<file path="src/rtl/conv_ctrl_pkg.sv">
// Shared constants, state encoding and 3x3 tap offset tables for the CONV layer-0/1 sequencer.
package conv_ctrl_pkg;

    localparam int CONV_IMG_LOG2 = 6;
    localparam int CONV_ADDR_W   = 2 * CONV_IMG_LOG2;

    localparam logic [3:0] TAP_LAST  = 4'd8;
    localparam logic [2:0] CSEL_NONE = 3'b000;
    localparam logic [2:0] CSEL_L0   = 3'b001;
    localparam logic [2:0] CSEL_L1   = 3'b011;

    typedef enum logic [2:0] {
        S_IDLE,
        S_CONV_TAP,
        S_CONV_WR,
        S_POOL_RD,
        S_POOL_WR,
        S_DONE
    } conv_state_t;

    // Two's-complement row offset (-1, 0, +1) of tap k = k/3 - 1.
    function automatic logic [1:0] tap_dy(input logic [3:0] k);
        case (k)
            4'd0, 4'd1, 4'd2: tap_dy = 2'b11;
            4'd6, 4'd7, 4'd8: tap_dy = 2'b01;
            default:          tap_dy = 2'b00;
        endcase
    endfunction

    // Two's-complement column offset of tap k = k%3 - 1.
    function automatic logic [1:0] tap_dx(input logic [3:0] k);
        case (k)
            4'd0, 4'd3, 4'd6: tap_dx = 2'b11;
            4'd2, 4'd5, 4'd8: tap_dx = 2'b01;
            default:          tap_dx = 2'b00;
        endcase
    endfunction

endpackage

</file>
<file path="src/rtl/conv_ctrl_if.sv">
// Sequencer-to-datapath bundle: host handshake, image/L0/L1 addressing, MAC and pool strobes.
interface conv_ctrl_if
    import conv_ctrl_pkg::*;
#(
    parameter int ADDR_W = CONV_ADDR_W
);
    logic              ready;
    logic              busy;
    logic [ADDR_W-1:0] iaddr;
    logic [3:0]        tap_k;
    logic              mac_en;
    logic              mac_clr;
    logic              cwr;
    logic [ADDR_W-1:0] caddr_wr;
    logic              crd;
    logic [ADDR_W-1:0] caddr_rd;
    logic              pool_en;
    logic              pool_ld;
    logic [2:0]        csel;

    modport master (
        input  ready,
        output busy, iaddr, tap_k, mac_en, mac_clr, cwr, caddr_wr,
               crd, caddr_rd, pool_en, pool_ld, csel
    );

    modport slave (
        output ready,
        input  busy, iaddr, tap_k, mac_en, mac_clr, cwr, caddr_wr,
               crd, caddr_rd, pool_en, pool_ld, csel
    );
endinterface

</file>
<file path="src/rtl/conv_ctrl_tap_addr.sv">
// Maps pixel (row, col) and kernel tap to a zero-padded image address plus an in-bounds flag.
module conv_ctrl_tap_addr
    import conv_ctrl_pkg::*;
#(
    parameter int IMG_LOG2 = CONV_IMG_LOG2
)(
    input  logic [IMG_LOG2-1:0]   row,
    input  logic [IMG_LOG2-1:0]   col,
    input  logic [3:0]            tap_k,
    output logic [2*IMG_LOG2-1:0] iaddr,
    output logic                  in_bounds
);
    logic [1:0]          dy;
    logic [1:0]          dx;
    logic [IMG_LOG2+1:0] row_t;
    logic [IMG_LOG2+1:0] col_t;

    // Two guard bits catch both -1 (all ones) and IMG side (carry into bit IMG_LOG2).
    always_comb begin
        dy        = tap_dy(tap_k);
        dx        = tap_dx(tap_k);
        row_t     = {2'b00, row} + {{IMG_LOG2{dy[1]}}, dy};
        col_t     = {2'b00, col} + {{IMG_LOG2{dx[1]}}, dx};
        in_bounds = (row_t[IMG_LOG2+1:IMG_LOG2] == 2'b00) &&
                    (col_t[IMG_LOG2+1:IMG_LOG2] == 2'b00);
        iaddr     = in_bounds ? {row_t[IMG_LOG2-1:0], col_t[IMG_LOG2-1:0]} : '0;
    end

endmodule

</file>
<file path="src/rtl/conv_ctrl.sv">
// Sequencer for 3x3 conv + ReLU into L0, then 2x2/stride-2 max-pool into L1.
// Outputs are registered copies of values decoded from next state/counters.
module conv_ctrl
    import conv_ctrl_pkg::*;
#(
    parameter int IMG_LOG2 = CONV_IMG_LOG2,
    parameter int ADDR_W   = 2 * IMG_LOG2
)(
    input  logic        clk,
    input  logic        reset,
    conv_ctrl_if.master bus
);
    localparam int PL2 = IMG_LOG2 - 1;

    conv_state_t         state_reg, state_next;
    logic [IMG_LOG2-1:0] row_reg, row_next;
    logic [IMG_LOG2-1:0] col_reg, col_next;
    logic [PL2-1:0]      prow_reg, prow_next;
    logic [PL2-1:0]      pcol_reg, pcol_next;
    logic [3:0]          tap_reg, tap_next;
    logic [1:0]          quad_reg, quad_next;

    logic                busy_reg, busy_next;
    logic [ADDR_W-1:0]   iaddr_reg, iaddr_next;
    logic [3:0]          tap_k_reg, tap_k_next;
    logic                mac_en_reg, mac_en_next;
    logic                mac_clr_reg, mac_clr_next;
    logic                cwr_reg, cwr_next;
    logic [ADDR_W-1:0]   caddr_wr_reg, caddr_wr_next;
    logic                crd_reg, crd_next;
    logic [ADDR_W-1:0]   caddr_rd_reg, caddr_rd_next;
    logic                pool_en_reg, pool_en_next;
    logic                pool_ld_reg, pool_ld_next;
    logic [2:0]          csel_reg, csel_next;

    logic [2*IMG_LOG2-1:0] tap_iaddr;
    logic                  tap_in_bounds;

    // Address generator looks at the upcoming pixel/tap so iaddr can be registered.
    conv_ctrl_tap_addr #(.IMG_LOG2(IMG_LOG2)) u_tap_addr (
        .row       (row_next),
        .col       (col_next),
        .tap_k     (tap_next),
        .iaddr     (tap_iaddr),
        .in_bounds (tap_in_bounds)
    );

    always_comb begin
        state_next = state_reg;
        row_next   = row_reg;
        col_next   = col_reg;
        prow_next  = prow_reg;
        pcol_next  = pcol_reg;
        tap_next   = tap_reg;
        quad_next  = quad_reg;
        case (state_reg)
            S_IDLE: begin
                if (bus.ready) begin
                    state_next = S_CONV_TAP;
                    row_next   = '0;
                    col_next   = '0;
                    tap_next   = '0;
                end
            end
            S_CONV_TAP: begin
                if (tap_reg == TAP_LAST) begin
                    state_next = S_CONV_WR;
                    tap_next   = '0;
                end else begin
                    tap_next   = tap_reg + 4'd1;
                end
            end
            S_CONV_WR: begin
                // Counters wrap naturally to 0, which is also the first pool block.
                col_next = col_reg + 1'b1;
                if (&col_reg) begin
                    row_next = row_reg + 1'b1;
                end
                if ((&col_reg) && (&row_reg)) begin
                    state_next = S_POOL_RD;
                    prow_next  = '0;
                    pcol_next  = '0;
                    quad_next  = '0;
                end else begin
                    state_next = S_CONV_TAP;
                end
            end
            S_POOL_RD: begin
                quad_next = quad_reg + 2'd1;
                if (quad_reg == 2'd3) begin
                    state_next = S_POOL_WR;
                end
            end
            S_POOL_WR: begin
                pcol_next = pcol_reg + 1'b1;
                if (&pcol_reg) begin
                    prow_next = prow_reg + 1'b1;
                end
                state_next = ((&pcol_reg) && (&prow_reg)) ? S_DONE : S_POOL_RD;
            end
            S_DONE: begin
                state_next = S_IDLE;
            end
            default: begin
                state_next = S_IDLE;
            end
        endcase
    end

    always_comb begin
        busy_next     = (state_next != S_IDLE);
        iaddr_next    = '0;
        tap_k_next    = '0;
        mac_en_next   = 1'b0;
        mac_clr_next  = 1'b0;
        cwr_next      = 1'b0;
        caddr_wr_next = '0;
        crd_next      = 1'b0;
        caddr_rd_next = '0;
        pool_en_next  = 1'b0;
        pool_ld_next  = 1'b0;
        csel_next     = CSEL_NONE;
        case (state_next)
            S_CONV_TAP: begin
                tap_k_next  = tap_next;
                iaddr_next  = ADDR_W'(tap_iaddr);
                mac_en_next = tap_in_bounds;
            end
            S_CONV_WR: begin
                cwr_next      = 1'b1;
                csel_next     = CSEL_L0;
                caddr_wr_next = ADDR_W'({row_next, col_next});
                mac_clr_next  = 1'b1;
            end
            S_POOL_RD: begin
                // quad[1] selects the lower row of the 2x2 block, quad[0] the right column.
                crd_next      = 1'b1;
                csel_next     = CSEL_L0;
                caddr_rd_next = ADDR_W'({prow_next, quad_next[1], pcol_next, quad_next[0]});
                pool_en_next  = 1'b1;
                pool_ld_next  = (quad_next == 2'd0);
            end
            S_POOL_WR: begin
                cwr_next      = 1'b1;
                csel_next     = CSEL_L1;
                caddr_wr_next = ADDR_W'({prow_next, pcol_next});
            end
            default: begin
            end
        endcase
    end

    always_ff @(posedge clk or negedge reset) begin
        if (!reset) begin
            state_reg    <= S_IDLE;
            row_reg      <= '0;
            col_reg      <= '0;
            prow_reg     <= '0;
            pcol_reg     <= '0;
            tap_reg      <= '0;
            quad_reg     <= '0;
            busy_reg     <= 1'b0;
            iaddr_reg    <= '0;
            tap_k_reg    <= '0;
            mac_en_reg   <= 1'b0;
            mac_clr_reg  <= 1'b0;
            cwr_reg      <= 1'b0;
            caddr_wr_reg <= '0;
            crd_reg      <= 1'b0;
            caddr_rd_reg <= '0;
            pool_en_reg  <= 1'b0;
            pool_ld_reg  <= 1'b0;
            csel_reg     <= CSEL_NONE;
        end else begin
            state_reg    <= state_next;
            row_reg      <= row_next;
            col_reg      <= col_next;
            prow_reg     <= prow_next;
            pcol_reg     <= pcol_next;
            tap_reg      <= tap_next;
            quad_reg     <= quad_next;
            busy_reg     <= busy_next;
            iaddr_reg    <= iaddr_next;
            tap_k_reg    <= tap_k_next;
            mac_en_reg   <= mac_en_next;
            mac_clr_reg  <= mac_clr_next;
            cwr_reg      <= cwr_next;
            caddr_wr_reg <= caddr_wr_next;
            crd_reg      <= crd_next;
            caddr_rd_reg <= caddr_rd_next;
            pool_en_reg  <= pool_en_next;
            pool_ld_reg  <= pool_ld_next;
            csel_reg     <= csel_next;
        end
    end

    assign bus.busy     = busy_reg;
    assign bus.iaddr    = iaddr_reg;
    assign bus.tap_k    = tap_k_reg;
    assign bus.mac_en   = mac_en_reg;
    assign bus.mac_clr  = mac_clr_reg;
    assign bus.cwr      = cwr_reg;
    assign bus.caddr_wr = caddr_wr_reg;
    assign bus.crd      = crd_reg;
    assign bus.caddr_rd = caddr_rd_reg;
    assign bus.pool_en  = pool_en_reg;
    assign bus.pool_ld  = pool_ld_reg;
    assign bus.csel     = csel_reg;

endmodule

</file>
<file path="src/flat_wrapper.sv">
// flat-port wrapper written by rule: the top's interface ports become plain ports
module conv_ctrl_flat import conv_ctrl_pkg::*;
#(
    parameter int IMG_LOG2 = CONV_IMG_LOG2,
    parameter int ADDR_W   = 2 * IMG_LOG2
)
  (clk, reset, bus_ready, bus_busy, bus_iaddr, bus_tap_k, bus_mac_en, bus_mac_clr, bus_cwr, bus_caddr_wr, bus_crd, bus_caddr_rd, bus_pool_en, bus_pool_ld, bus_csel);
  conv_ctrl_if #(.ADDR_W(ADDR_W)) bus_i ();
  input  logic clk;
  input  logic reset;
  input wire logic [$bits(bus_i.ready)-1:0] bus_ready;
  output wire logic [$bits(bus_i.busy)-1:0] bus_busy;
  output wire logic [$bits(bus_i.iaddr)-1:0] bus_iaddr;
  output wire logic [$bits(bus_i.tap_k)-1:0] bus_tap_k;
  output wire logic [$bits(bus_i.mac_en)-1:0] bus_mac_en;
  output wire logic [$bits(bus_i.mac_clr)-1:0] bus_mac_clr;
  output wire logic [$bits(bus_i.cwr)-1:0] bus_cwr;
  output wire logic [$bits(bus_i.caddr_wr)-1:0] bus_caddr_wr;
  output wire logic [$bits(bus_i.crd)-1:0] bus_crd;
  output wire logic [$bits(bus_i.caddr_rd)-1:0] bus_caddr_rd;
  output wire logic [$bits(bus_i.pool_en)-1:0] bus_pool_en;
  output wire logic [$bits(bus_i.pool_ld)-1:0] bus_pool_ld;
  output wire logic [$bits(bus_i.csel)-1:0] bus_csel;
  assign bus_i.ready = bus_ready;
  assign bus_busy = bus_i.busy;
  assign bus_iaddr = bus_i.iaddr;
  assign bus_tap_k = bus_i.tap_k;
  assign bus_mac_en = bus_i.mac_en;
  assign bus_mac_clr = bus_i.mac_clr;
  assign bus_cwr = bus_i.cwr;
  assign bus_caddr_wr = bus_i.caddr_wr;
  assign bus_crd = bus_i.crd;
  assign bus_caddr_rd = bus_i.caddr_rd;
  assign bus_pool_en = bus_i.pool_en;
  assign bus_pool_ld = bus_i.pool_ld;
  assign bus_csel = bus_i.csel;
  conv_ctrl #(.IMG_LOG2(IMG_LOG2), .ADDR_W(ADDR_W)) u_core (.clk(clk), .reset(reset), .bus(bus_i));
endmodule
</file>
<file path="config.mk">
export PLATFORM = sky130hd
export DESIGN_NAME = conv_ctrl_flat
export DESIGN_NICKNAME = d
export VERILOG_FILES = /design/src/rtl/conv_ctrl_pkg.sv /design/src/rtl/conv_ctrl_if.sv /design/src/rtl/conv_ctrl_tap_addr.sv /design/src/rtl/conv_ctrl.sv /design/src/flat_wrapper.sv
export SDC_FILE = /design/constraint.sdc
export NUM_CORES = 1
export LEC_CHECK = 0
export BUFFER_PORTS_ARGS = -buffer_cell sky130_fd_sc_hd__buf_2
export CORE_MARGIN = 2
export CORE_UTILIZATION = 41
export CTS_CLUSTER_DIAMETER = 150
export DETAILED_ROUTE_END_ITERATION = 10
export MAX_ROUTING_LAYER = met4
export PLACE_DENSITY = 0.65
export RECOVER_POWER = 25
export SYNTH_ARGS = -nofsm -noshare
export SYNTH_HDL_FRONTEND = slang
export SYNTH_SLANG_ARGS = --single-unit
export TNS_END_PERCENT = 30
</file>
<file path="constraint.sdc">
create_clock -name clk -period 4.2 [get_ports clk]
set_input_delay 0.21 -clock clk [delete_from_list [all_inputs] [get_ports clk]]
set_output_delay 0.21 -clock clk [all_outputs]
set_load 0.01 [all_outputs]
</file>
[Word-level counts from Yosys, hierarchy flattened]
Index checks and enable logic that the tools add are counted.
Storage, ports and cells
  logic and storage cells: 96
  register bits after elaboration: 79
Operators by class
  muxes and demuxes: 34
  $add $sub $neg: 8
  equal/unequal tests: 17
  reductions and logical operators: 19
Operators with widths (count)
  $mux 12: 3
  $pmux 12 s2: 1
  $pmux 6 s2: 2
  $pmux 5 s2: 2
  $mux 6: 3
  $add 7x2->8: 2
  $pmux 2 s2: 4
  $mux 5: 3
  $pmux 3 s5: 1
  $add 6x1->6 const B: 2
  $eq 3x2->1 const B: 4
  $eq 4x3->1 const B: 3
  $mux 3: 4
  $mux 4: 3
  $reduce_and 6->1: 2
  $reduce_or 3->1: 4
  $add 5x1->5 const B: 2
  $reduce_and 5->1: 2
  $eq 4x2->1 const B: 2
  $eq 4x4->1 const B: 2
  $pmux 4 s2: 1
  $eq 3x1->1 const B: 2
  $eq 3x3->1 const B: 2
  $logic_not 2->1: 3
  11 further kinds: 19

[Logic depth before layout (Yosys ltp)]
Gate-level depths: netlist (run 1).
  depth after elaboration: 11
  depth in mapped cells: 21
  depth with buffers taken out: 20

[By module]
From an unflattened synthesis (run 1), not the netlist that was laid out.
Unflattened totals
  cells, all modules: 393
  area, all modules: 4227.8 um^2
By module, submodules not included
  conv_ctrl: instances 1, area each 3555.9 um^2, cells each 311
  conv_ctrl_tap_addr: instances 1, area each 671.9 um^2, cells each 82

[Least setup slack after synthesis (run 1)]
Ideal clock, no wire load.
  path kind: register to register
  start point: register u_core.tap_reg[0]
  end point: register u_core.iaddr_reg[6] (netlist: u_core.bus.iaddr[6])
  cell stages (with the launch flop): 19
  clock period less this slack: 3.862 ns
  arrival: 3.790 ns
  data required time: 4.127 ns
  path buffers: 1
  setup time: 0.073 ns
  slack: 0.338 ns
  path through: dfrtp_1 > inv_1 > ha_1 > nand3b_1 > nand3_2 > a2bb2oi_1 > inv_2 > a211oi_2 > ha_1 > nor2b_1 > o21ai_0 > a21oi_1 > o21a_1 > a2111oi_0 > o21bai_1 > nor3_1 > or3b_4 > buf_6 > a21boi_2
Between the ends
  longest elaborated chain between the ends: 11
  elaborated cells on any way between the ends: 29
Ends and longest elaborated chain
  from (decl): line conv_ctrl.sv:20  | logic [3:0] tap_reg, tap_next;
  from (signal assigned): line conv_ctrl.sv:180  | tap_reg <= tap_next;
  $add 4x1->4 or $eq 4x4->1 (tied branches): line conv_ctrl.sv:70, conv_ctrl.sv:66
  $mux 4 (*): line conv_ctrl.sv:66  | if (tap_reg == TAP_LAST) begin
  $pmux 4 s2 (*): line conv_ctrl.sv:56  | case (state_reg)
  via u_core.tap_next[3]: line conv_ctrl.sv:20
  $eq 4x4->1, or another cell as far along: line conv_ctrl_pkg.sv:23, conv_ctrl_pkg.sv:32
  $reduce_or 3->1, on equally long branches: line conv_ctrl_pkg.sv:23, conv_ctrl_pkg.sv:32
  $pmux 2 s2, on equally long branches: line conv_ctrl_pkg.sv:23, conv_ctrl_pkg.sv:32
  $add 7x2->8, on equally long branches: line conv_ctrl_tap_addr.sv:22, conv_ctrl_tap_addr.sv:23
  $logic_not 2->1, on equally long branches: line conv_ctrl_tap_addr.sv:24, conv_ctrl_tap_addr.sv:25
  $logic_and 1x1->1: line conv_ctrl_tap_addr.sv:24  | in_bounds = (row_t[IMG_LOG2+1:IMG_LOG2] == 2'b00) &&
  $mux 12 (*): line conv_ctrl_tap_addr.sv:26  | iaddr = in_bounds ? {row_t[IMG_LOG2-1:0], col_t[IMG_LOG2-1:0]} : '0;
  $mux 12 (*): line conv_ctrl.sv:123  | case (state_next)
  via u_core.iaddr_next[6]: line conv_ctrl.sv:24  | logic [ADDR_W-1:0] iaddr_reg, iaddr_next;
  to (signal assigned): line conv_ctrl.sv:183  | iaddr_reg <= iaddr_next;
  to (decl): line conv_ctrl.sv:24
The timed path passes the listed nets; every way through them passes the cells marked *.

[Worst setup path after layout (run 1)]
  start point: register u_core.state_reg[1]
  end point: register u_core.iaddr_reg[0] (netlist: u_core.bus.iaddr[0])
Between the ends
  longest elaborated chain between the ends: 10
  elaborated cells on any way between the ends: 34
Ends and longest elaborated chain
  from (decl): line conv_ctrl.sv:15  | conv_state_t state_reg, state_next;
  from (signal assigned): line conv_ctrl.sv:175  | state_reg <= state_next;
  $eq 3x1->1 or $logic_not 3->1 (tied branches): line conv_ctrl.sv:56
  $pmux 4 s2 (*): line conv_ctrl.sv:56
  via u_core.tap_next[0]: line conv_ctrl.sv:20
  $eq 4x4->1, or another cell as far along: line conv_ctrl_pkg.sv:23, conv_ctrl_pkg.sv:32
  $reduce_or 3->1, on equally long branches: line conv_ctrl_pkg.sv:23, conv_ctrl_pkg.sv:32
  $pmux 2 s2, on equally long branches: line conv_ctrl_pkg.sv:23, conv_ctrl_pkg.sv:32
  $add 7x2->8, on equally long branches: line conv_ctrl_tap_addr.sv:22, conv_ctrl_tap_addr.sv:23
  $logic_not 2->1, on equally long branches: line conv_ctrl_tap_addr.sv:24, conv_ctrl_tap_addr.sv:25
  $logic_and 1x1->1: line conv_ctrl_tap_addr.sv:24
  $mux 12 (*): line conv_ctrl_tap_addr.sv:26
  $mux 12 (*): line conv_ctrl.sv:123
  via u_core.iaddr_next[0]: line conv_ctrl.sv:24
Marks and branches as above.

==> flow_summary.yaml, run 1 <==
floorplan:
  row_count: 36
  dieHeight_um: 103.6
  chipWidth_um: 103.6
  ios: 53
  core_area_mm2: 0.009684
  die_area_mm2: 0.01073
  start_util_pct: 41.98
power:
  ir_drop_v: 0.0001931
  p_per_area_mw_per_mm2: 275.4
  power_uw: 1348
  p_leak_uw: 0.002445
logic_synthesis:
  synth_nets: 423
  syn_area_mm2: 0.004065
  yosys_most_used_dff: "dfrtp_1"
  syn_inst: 397
  yosysUniqueCellTypes: 70
  synth_warnings: 0
  synth_edf_count: 0
  seq_area_frac_synth_pct: 48.63
  ys_seq_elements: 79
  async_flop_share_pct: 100.0
  synth_area_per_cell_um2: 10.24
finish:
  diodes: 0
  nNetsFinal: 499
  utilization_pct: 50.53
  areaGrowthSynthToFinish_pct: 20.38
  drive_gt1_share_pct: 31.17
clock_tree:
  cts-root-buf: "clkbuf_8"
  clkSinkCount: 79
  cts_buffer_depth: 2
  tritoncts: "yes"
  clk_pin_slew_ns: 0.10
  numCtsBuffers: 9
  htreeDepth: 3
  worstSkewPairLatency_ns: 0.36
critical_path:
  cp.arrival_ns: 4.34
  crit_chain: "or2_4, o21ai_1, o21a_1, buf_4, inv_2, a211oi_2, buf_4, ha_1, nor2b_1, o21ai_1, a21oi_2, o21a_1, a2111oi_2, o21bai_1, nor3_2, or3b_4, a21boi_0"
  cp-end-kind: "flop"
  slowest_stage: "or3b_4"
  path_delay_family: "compound AO/OA/AOI/OAI gates"
  start_kind: "flop"
  slowest_delay_ns: 0.47
  path_buf_inv: 3
  crit_fanout: 8
  cp.required_ns: 4.46
  crit_type: "reg2reg"
sta:
  rsz0062_at_grt: "true"
  relSlewSlack_pct: -24.74
  min_period_ns: 4.081
  max_freq_mhz: 245.1
  worst_slew_pin_slew_ns: 1.871
  setup_viol: 0
  finClkSkew_ns: 0.02053
  final_hold_viol_count: 0
  fin_crit_sh_pct: 97.16
  slew_viol_final: 80
global_routing:
  grt_max_degree: 80
  track_usage_pct: 17.45
  antenna_found_initial: 0
  grt_pass1_wl_um: 14810
  grt_pass1_vias: 3035
  grt_overflow_total: 0
outcome:
  status: "finished, violations left"
  violations: "capacitance limit, slew limit"
route:
  via_count: 3184
  ant_nets: 0
  drt-vias-per-instance: 5.211
  drc_errors: 0
  wire_per_inst_um: 14.60
  wirelength_um: 8919
  drt_iter0_drc: 115
  drt_pass1_iterations: 4
placement:
  io_buffers: 51
  hpwl_um: 6348
  gp_congestion: 0.8327
run:
  maxCapViolCount: 1
worst_hold_path:
  hp-class: "in2reg"
==> through the flow <==
step / instances / hold WS (ns) / instance area [um^2] / setup TNS, ns / setup slack, ns
2_1_floorplan: 397 / -0.08559 / 4065 / 0 / 0.3376
3_3_place_gp: 587 / 0.4175 / 4549 / 0 / 0.1067
3_5_place_dp: 587 / 0.4252 / 4549 / 0 / 0.001516
4_1_cts: 603 / 0.02946 / 4756 / 0 / 0.05288
5_1_grt: 611 / 0.4180 / 4893 / -0.9371 / -0.1405
6_report: 611 / 0.3257 / 4893 / 0 / 0.1194
==> per-layer routing <==
layer / wire [um] / share of wire (%) / track usage, %
met3: 360 / 4.0 / 3.398
met4: 208 / 2.3 / 6.178
met5: 0 / 0 / -
met1: 4186 / 47 / 23.45
met2: 4164 / 47 / 26.58
==> kinds of logic after synthesis <==
logic type | share of synthesized area (%)
and+or+nand+nor | 15.70
AOI/OAI and AO/OA | 20.59
DFF | 48.63
buffers and inverters | 5.263
adders and majority gates | 7.264
xor gates and xnor gates | 1.724
muxes | 0.7387
other | 0.09225
==> power breakdown <==
group          leakage [uW]  switching (uW)  internal (uW)
Sequential          0.00101               0            760
Clock              0.000106             290            282
Combinational       0.00133            14.9          0.778
Total               0.00245             305           1040
==> placed cells by master, fill, tap and decap left out, drive strengths merged, types with 5 or more instances in the layout <==
master and n:
nor2 34, o22ai 5, inv 33, dfrtp 79, a21oi 26, o21ai 32, clkbuf 10, or3b 5
and3 8, buf 78, nor3 8, nand3 13, nor2b 7, ha 22, nand2 31, xnor2 5
and2 5
==> timing repair <==
action	CTS	global route
gates resized for setup	1	20
hold buffers	0	0
setup endpoints to repair	4	13
pin swaps	0	7
buffers inserted	0	7
gates cloned	0	1
hold endpoints to repair	0	0
==> Yosys cell counts (all sizes together), types with 4 or more instances <==
master / number / area, um^2
a21boi: 4 / 37.53
dfrtp: 79 / 1977
o31ai: 4 / 35.03
or3b: 4 / 40.04
and2: 5 / 31.28
and3: 8 / 50.05
o22ai: 5 / 31.28
a21oi: 26 / 163.9
buf: 7 / 67.56
o21ai: 32 / 163.9
nor3: 8 / 45.04
ha: 22 / 275.3
nor2b: 7 / 43.79
a211oi: 4 / 40.03
nand3: 13 / 75.07
clkbuf: 8 / 30.03
o21a: 4 / 30.03
inv: 30 / 112.6
xnor2: 5 / 43.79
a32oi: 4 / 42.55
a21o: 4 / 30.03
nand2: 31 / 116.4
nor2: 34 / 143.9
==> layout make-up <==
type / count / area, um^2
Clock buffer: 9 / 123.9
Timing Repair Buffer: 79 / 465.4
Clock inverter: 7 / 77.57
Sequential cell: 79 / 1982
Fill cell: 903 / 4791
Multi-Input combinational cell: 273 / 1962
Inverter: 31 / 116.4
Tap cell: 133 / 166.4
==> worst register-to-register path: stages (launching register included) <==
cell and delay, ns:
dfrtp_2 0.46, or2_4 0.29, o21ai_1 0.18, o21a_1 0.20, buf_4 0.14, inv_2 0.04, a211oi_2 0.20, buf_4 0.20
ha_1 0.29, nor2b_1 0.15, o21ai_1 0.19, a21oi_2 0.12, o21a_1 0.19, a2111oi_2 0.28, o21bai_1 0.16, nor3_2 0.21
or3b_4 0.47, a21boi_0 0.20
==> final timing paths <==
check / start / endpoint / slack, ns / cells past startpoint
min in group asynchronous: reset / u_core.state_reg[2]$_DFF_PN0_ / 0.35 / 1
worst max register to register: u_core.state_reg[1]$_DFF_PN0_ / u_core.bus.iaddr[0]$_DFF_PN0_ / 0.12 / 17
worst max-delay path: u_core.state_reg[1]$_DFF_PN0_ / u_core.bus.iaddr[0]$_DFF_PN0_ / 0.12 / 17
worst min register to register: u_core.prow_reg[4]$_DFF_PN0_ / u_core.prow_reg[4]$_DFF_PN0_ / 0.53 / 2
worst min-delay path: bus_ready / u_core.state_reg[0]$_DFF_PN0_ / 0.33 / 5
max in group asynchronous: reset / u_core.tap_reg[1]$_DFF_PN0_ / 2.59 / 1
No activity file was read; power rests on OpenSTA's default activity.
==> inputs of run 2 (changes only) <==
--- a/config.mk
+++ b/config.mk
@@ -6,12 +6,14 @@
 export NUM_CORES = 1
 export LEC_CHECK = 0
 export BUFFER_PORTS_ARGS = -buffer_cell sky130_fd_sc_hd__buf_2
+export CELL_PAD_IN_SITES_DETAIL_PLACEMENT = 2
+export CELL_PAD_IN_SITES_GLOBAL_PLACEMENT = 2
 export CORE_MARGIN = 2
-export CORE_UTILIZATION = 41
+export CORE_UTILIZATION = 37
 export CTS_CLUSTER_DIAMETER = 150
 export DETAILED_ROUTE_END_ITERATION = 10
 export MAX_ROUTING_LAYER = met4
-export PLACE_DENSITY = 0.65
+export PLACE_DENSITY = 0.84
 export RECOVER_POWER = 25
 export SYNTH_ARGS = -nofsm -noshare
 export SYNTH_HDL_FRONTEND = slang
==> run 2 against run 1 <==
Clock-buffer cell count up 1. The flow finishes with violations (capacitance limit, slew limit, setup timing). Fmax is 3.7% lower. Global-route usage increased by 6.6 points. Sequential cell count is the same. Hold slack better by 0.041 ns. Routed wire length is 61% higher. Clock skew shrank 0.0028 ns. First-iteration DRC count grew 12%.
==> flow_summary.yaml, run 2 (synthesis gave the netlist of run 1 again) <==
finish:
  register_area_mm2: 0.001981
  diodes: 0
  nNetsFinal: 515
  utilization_pct: 47.61
  layout_common_cells: "dfrtp_1, buf_2, buf_4"
  drive_gt1_share_pct: 36.31
  final_area_mm2: 0.005139
  multi_input_area_mm2: 0.002064
  filler_cell_count: 1108
  areaGrowthSynthToFinish_pct: 26.41
  final_common_cell: "dfrtp_1"
power:
  p_leak_uw: 0.002534
  p_clk_share_pct: 43.5
  p_sw_share_pct: 23.75
  combPwrFrac_pct: 1.2
  ir_drop_v: 0.0001607
  p_switching_uw: 326.6
  p_seq_share_pct: 55.3
  p_int_uw: 1048
  p_per_area_mw_per_mm2: 267.5
route:
  ant_nets: 0
  drc_errors: 0
  drt_pass1_iterations: 4
  drt-vias-per-instance: 5.561
  drt_iter0_drc: 129
  wirelength_um: 14340
  wire_per_inst_um: 22.65
  via_count: 3520
clock_tree:
  numCtsBuffers: 9
  clk_pin_slew_ns: 0.10
  tritoncts: "yes"
  cts_buffer_depth: 2
  cts-root-buf: "clkbuf_8"
  cts_hold_buf: 0
  htreeDepth: 3
  worstSkewPairLatency_ns: 0.38
  clkSinkCount: 79
sta:
  max_freq_mhz: 236.0
  slew_viol_final: 80
  rsz0062_at_grt: "true"
  fin_crit_sh_pct: 100.9
  min_period_ns: 4.238
  finClkSkew_ns: 0.01775
  setup_slack_ns: -0.03794
  relSlewSlack_pct: -30.50
  setup_viol: 4
  fin_tns_setup_ns: -0.07510
  worst_slew_pin_slew_ns: 1.957
  final_hold_viol_count: 0
floorplan:
  row_count: 38
  die_area_mm2: 0.01184
  ios: 53
  core_area_mm2: 0.01079
  chipWidth_um: 108.8
  dieHeight_um: 108.8
  start_util_pct: 37.67
placement:
  io_buffers: 51
  hpwl_um: 8882
  gp_congestion: 0.9137
  dp_slack_ns: -0.3507
  placed_cell_area_mm2: 0.004596
critical_path:
  slowest_delay_ns: 0.47
  cpMostUsedCell: "buf_4"
  start_kind: "flop"
  path_delay_family: "compound AO/OA/AOI/OAI gates"
  cp-end-kind: "flop"
  cp.arrival_ns: 4.53
  cp.required_ns: 4.49
  crit_chain: "inv_2, ha_4, nand3b_1, nand3_4, a2bb2oi_4, buf_6, a21oi_2, a211oi_2, ha_2, buf_4, buf_4, a21oi_2, o21ai_0, a21o_1, buf_4, o2111ai_1, a21oi_1, o21bai_1, nor3_2, or3b_4, a211oi_2"
  path_buf_inv: 5
  slowest_stage: "or3b_4"
  crit_fanout: 7
  r2r_slack_ns: -0.04
  crit_type: "reg2reg"
worst_hold_path:
  hp-class: "in2async"
global_routing:
  track_usage_pct: 24.05
  grt_pass1_vias: 3871
  grt_pass1_wl_um: 20870
  antenna_found_initial: 0
  grt_overflow_total: 0
  grt_max_degree: 80
outcome:
  violations: "capacitance limit, slew limit, setup timing"
  status: "finished, violations left"
run:
  maxCapViolCount: 1
[run 2: cell types whose count changed in the layout (fill, tap and decap cells not counted), moves of 3 or more]
cell	before	now
buf_4	28	41
ha_1	22	18
inv_1	24	20
inv_2	6	10
ha_2	0	3
[run 2: path summary, 6_finish.rpt]
check,from,end,depth (start not counted)
max,u_core.tap_reg[0]$_DFF_PN0_,u_core.bus.iaddr[10]$_DFF_PN0_,21
min,reset,u_core.bus.caddr_rd[0]$_DFF_PN0_,1
max reg2reg,u_core.tap_reg[0]$_DFF_PN0_,u_core.bus.iaddr[10]$_DFF_PN0_,21
min reg2reg,u_core.prow_reg[4]$_DFF_PN0_,u_core.prow_reg[4]$_DFF_PN0_,2
max in group asynchronous,reset,u_core.tap_reg[1]$_DFF_PN0_,1
min in group clk,bus_ready,u_core.state_reg[0]$_DFF_PN0_,5
[run 2: layout make-up]
class	instances	area share, %
sequential	79	38.54
clock inverter	5	1.144
clock buffer	10	2.678
multi-input combinational	273	40.18
tap	140	3.409
timing repair buffer	95	11.78
inverter	31	2.264
[run 2: per-stage QoR]
| step | total power [uW] | hold WS [ns] | instances |
|---|---|---|---|
| floorplan | 776.6 | -0.08559 | 397 |
| global placement | 792.3 | 0.4263 | 599 |
| detailed placement | 793.0 | 0.4452 | 599 |
| CTS | 1377 | 0.04161 | 619 |
| global route | 1415 | 0.3900 | 633 |
| finish | 1375 | 0.3671 | 633 |
[run 2: power by group through the flow]
| stage | logic (uW) | clock network, uW | registers (uW) |
|---|---|---|---|
| after floorplan | 1.36 | 0 | 775 |
| after global placement | 17.3 | 0 | 775 |
| after detailed placement | 18.0 | 0 | 775 |
| after CTS | 18.1 | 599 | 760 |
| after global routing | 19.6 | 636 | 760 |
| final | 16.4 | 599 | 760 |
[run 2: timing repair]
item	CTS	global route
gates resized for setup	17	30
endpoints found under the setup margin	13	13
pin swaps	5	8
cloned	1	0
setup buffers	4	14
[run 2: routing by layer]
layer,global-route usage (%),wire [um],up-vias
met2,42.19,7525,88
li1,-,-,1596
met3,3.646,475,31
met5,-,0,-
met1,27.10,5911,1805
met4,10.71,425,0
==> inputs of run 3 (changes only) <==
--- a/config.mk
+++ b/config.mk
@@ -15,6 +15,7 @@
 export MAX_ROUTING_LAYER = met4
 export PLACE_DENSITY = 0.84
 export RECOVER_POWER = 25
+export SETUP_SLACK_MARGIN = 0.5
 export SYNTH_ARGS = -nofsm -noshare
 export SYNTH_HDL_FRONTEND = slang
 export SYNTH_SLANG_ARGS = --single-unit
==> run 3 against run 2 <==
The flow still finishes with violations (capacitance limit, slew limit, setup timing). Register-to-register slack about the same. Final area increased by 6.3%. Clock-buffer cell count unchanged. Sequential power about the same. Total power increased by 6.9%. Non-clock buffer count increased by 18. Sequential cell count unchanged. Sequential share of layout area decreased by 2.3 points. Critical endpoint unchanged. Combinational power increased by 7%.
==> flow_summary.yaml, run 3 (synthesis gave the netlist of run 1 again) <==
clock_tree:
  clk_pin_slew_ns: 0.10
  cts_buffer_depth: 2
  worstSkewPairLatency_ns: 0.39
  numCtsBuffers: 9
  htreeDepth: 3
  cts-root-buf: "clkbuf_8"
  tritoncts: "yes"
  cts_hold_buf: 0
  clkSinkCount: 79
sta:
  relSlewSlack_pct: -35.66
  setup_slack_ns: -0.03415
  setup_viol: 2
  finClkSkew_ns: 0.009894
  slew_viol_final: 80
  final_hold_viol_count: 0
  rsz0062_at_grt: "true"
  max_freq_mhz: 236.2
  fin_crit_sh_pct: 100.8
  worst_slew_pin_slew_ns: 2.035
  min_period_ns: 4.234
route:
  drc_errors: 0
  ant_nets: 0
  drt_pass1_iterations: 4
  wirelength_um: 17010
  drt_iter0_drc: 135
  wire_per_inst_um: 26.05
  drt-vias-per-instance: 5.674
  via_count: 3705
finish:
  final_cells: 653
  diodes: 0
  nNetsFinal: 534
  layout_common_cells: "dfrtp_1, buf_4, buf_2"
  final_common_cell: "dfrtp_1"
  filler_cell_count: 1122
  areaGrowthSynthToFinish_pct: 34.41
  drive_gt1_share_pct: 41.33
critical_path:
  cp.required_ns: 4.50
  r2r_end: "u_core.bus.iaddr[10]$_DFF_PN0_"
  reg2regPathDepth: 15
  r2r_slack_ns: -0.03
  reg2reg_from: "u_core.tap_reg[1]$_DFF_PN0_"
  cp-end-kind: "flop"
  start_kind: "flop"
  cp.arrival_ns: 4.53
  timing.critical_path.from: "u_core.tap_reg[1]$_DFF_PN0_"
  crit_fanout: 7
  crit_type: "reg2reg"
global_routing:
  grt_pass1_vias: 4075
  track_usage_pct: 27.24
  grt_max_degree: 80
  grt_overflow_total: 0
  grt_pass1_wl_um: 23270
  antenna_found_initial: 0
outcome:
  status: "finished, violations left"
  violations: "capacitance limit, slew limit, setup timing"
placement:
  dp_cells: 597
  io_buffers: 51
  gp_congestion: 0.8594
  hpwl_um: 9117
power:
  p_leak_uw: 0.002674
  p_per_area_mw_per_mm2: 268.9
  ir_drop_v: 0.0001820
  power_uw: 1469
floorplan:
  start_util_pct: 37.67
  die_area_mm2: 0.01184
  ios: 53
  dieHeight_um: 108.8
  row_count: 38
  chipWidth_um: 108.8
  core_area_mm2: 0.01079
worst_hold_path:
  hp-class: "in2async"
run:
  maxCapViolCount: 1
-- run 3: area by class of cell --
type | instances | area, um^2 | share of cell area, %
Tap cell | 140 | 175.2 | 3.206
Clock buffer | 10 | 137.6 | 2.519
Multi-Input combinational cell | 274 | 2208 | 40.42
Inverter | 31 | 121.4 | 2.221
Timing Repair Buffer | 113 | 748.2 | 13.69
Clock inverter | 6 | 91.34 | 1.672
Sequential cell | 79 | 1982 | 36.27
-- run 3: how the worst max path moves through the flow --
stage	slack [ns]	end
2_1_floorplan	0.50	u_core.bus.iaddr[6]$_DFF_PN0_
3_3_place_gp	0.23	u_core.bus.iaddr[10]$_DFF_PN0_
3_5_place_dp	-0.009	u_core.bus.iaddr[1]$_DFF_PN0_
4_1_cts	0.21	u_core.bus.iaddr[10]$_DFF_PN0_
5_1_grt	-0.12	u_core.bus.iaddr[10]$_DFF_PN0_
6_report	-0.03	u_core.bus.iaddr[10]$_DFF_PN0_
-- run 3: per-stage QoR --
stage          instance area (um^2)  hold slack (ns)  setup slack, ns  utilization [%]  setup TNS [ns]
3_5_place_dp                   4652           0.4612        -0.008945            43.10       -0.008945
5_1_grt                        5464           0.4920          -0.1235            50.63         -0.9531
2_1_floorplan                  4140         -0.08559           0.5002                -               0
6_report                       5464           0.3841         -0.03415            50.63        -0.05741
3_3_place_gp                   4652           0.4296           0.2329            43.10               0
4_1_cts                        5169          0.04293           0.2110            47.89               0
-- run 3: power breakdown --
| group | internal [uW] | switching (uW) | total [uW] |
|---|---|---|---|
| sequential | 760 | 0 | 760 |
| combinational | 0.834 | 16.8 | 17.6 |
| clock | 355 | 337 | 692 |
-- run 3: what timing repair did --
| item | CTS | global route |
|---|---|---|
| setup endpoints to repair | 13 | 13 |
| endpoints found under the hold margin | 0 | 0 |
| resized for setup | 28 | 34 |
| pin swaps | 14 | 24 |
| setup buffers | 19 | 19 |
| gates cloned | 1 | 1 |
-- run 3: critical path, stage by stage (launching register included) --
cell and delay (ns):
dfrtp_1 0.43, ha_2 0.31, mux2i_4 0.12, o21a_1 0.23, buf_4 0.16, o311a_1 0.33, a211o_2 0.37, a21oi_4 0.24
xnor2_1 0.21, ha_2 0.29, o21ai_1 0.13, a311oi_2 0.36, o31ai_4 0.13, a221oi_4 0.41, o21ai_4 0.17, a211oi_2 0.25
-- run 3: routing by layer --
metal | GRT usage [%] | up-vias | part of all wire [%]
li1 | - | 1630 | -
met1 | 30.82 | 1932 | 39
met2 | 47.99 | 106 | 54
met3 | 3.825 | 37 | 3.1
met4 | 11.81 | 0 | 3.3
met5 | - | - | 0
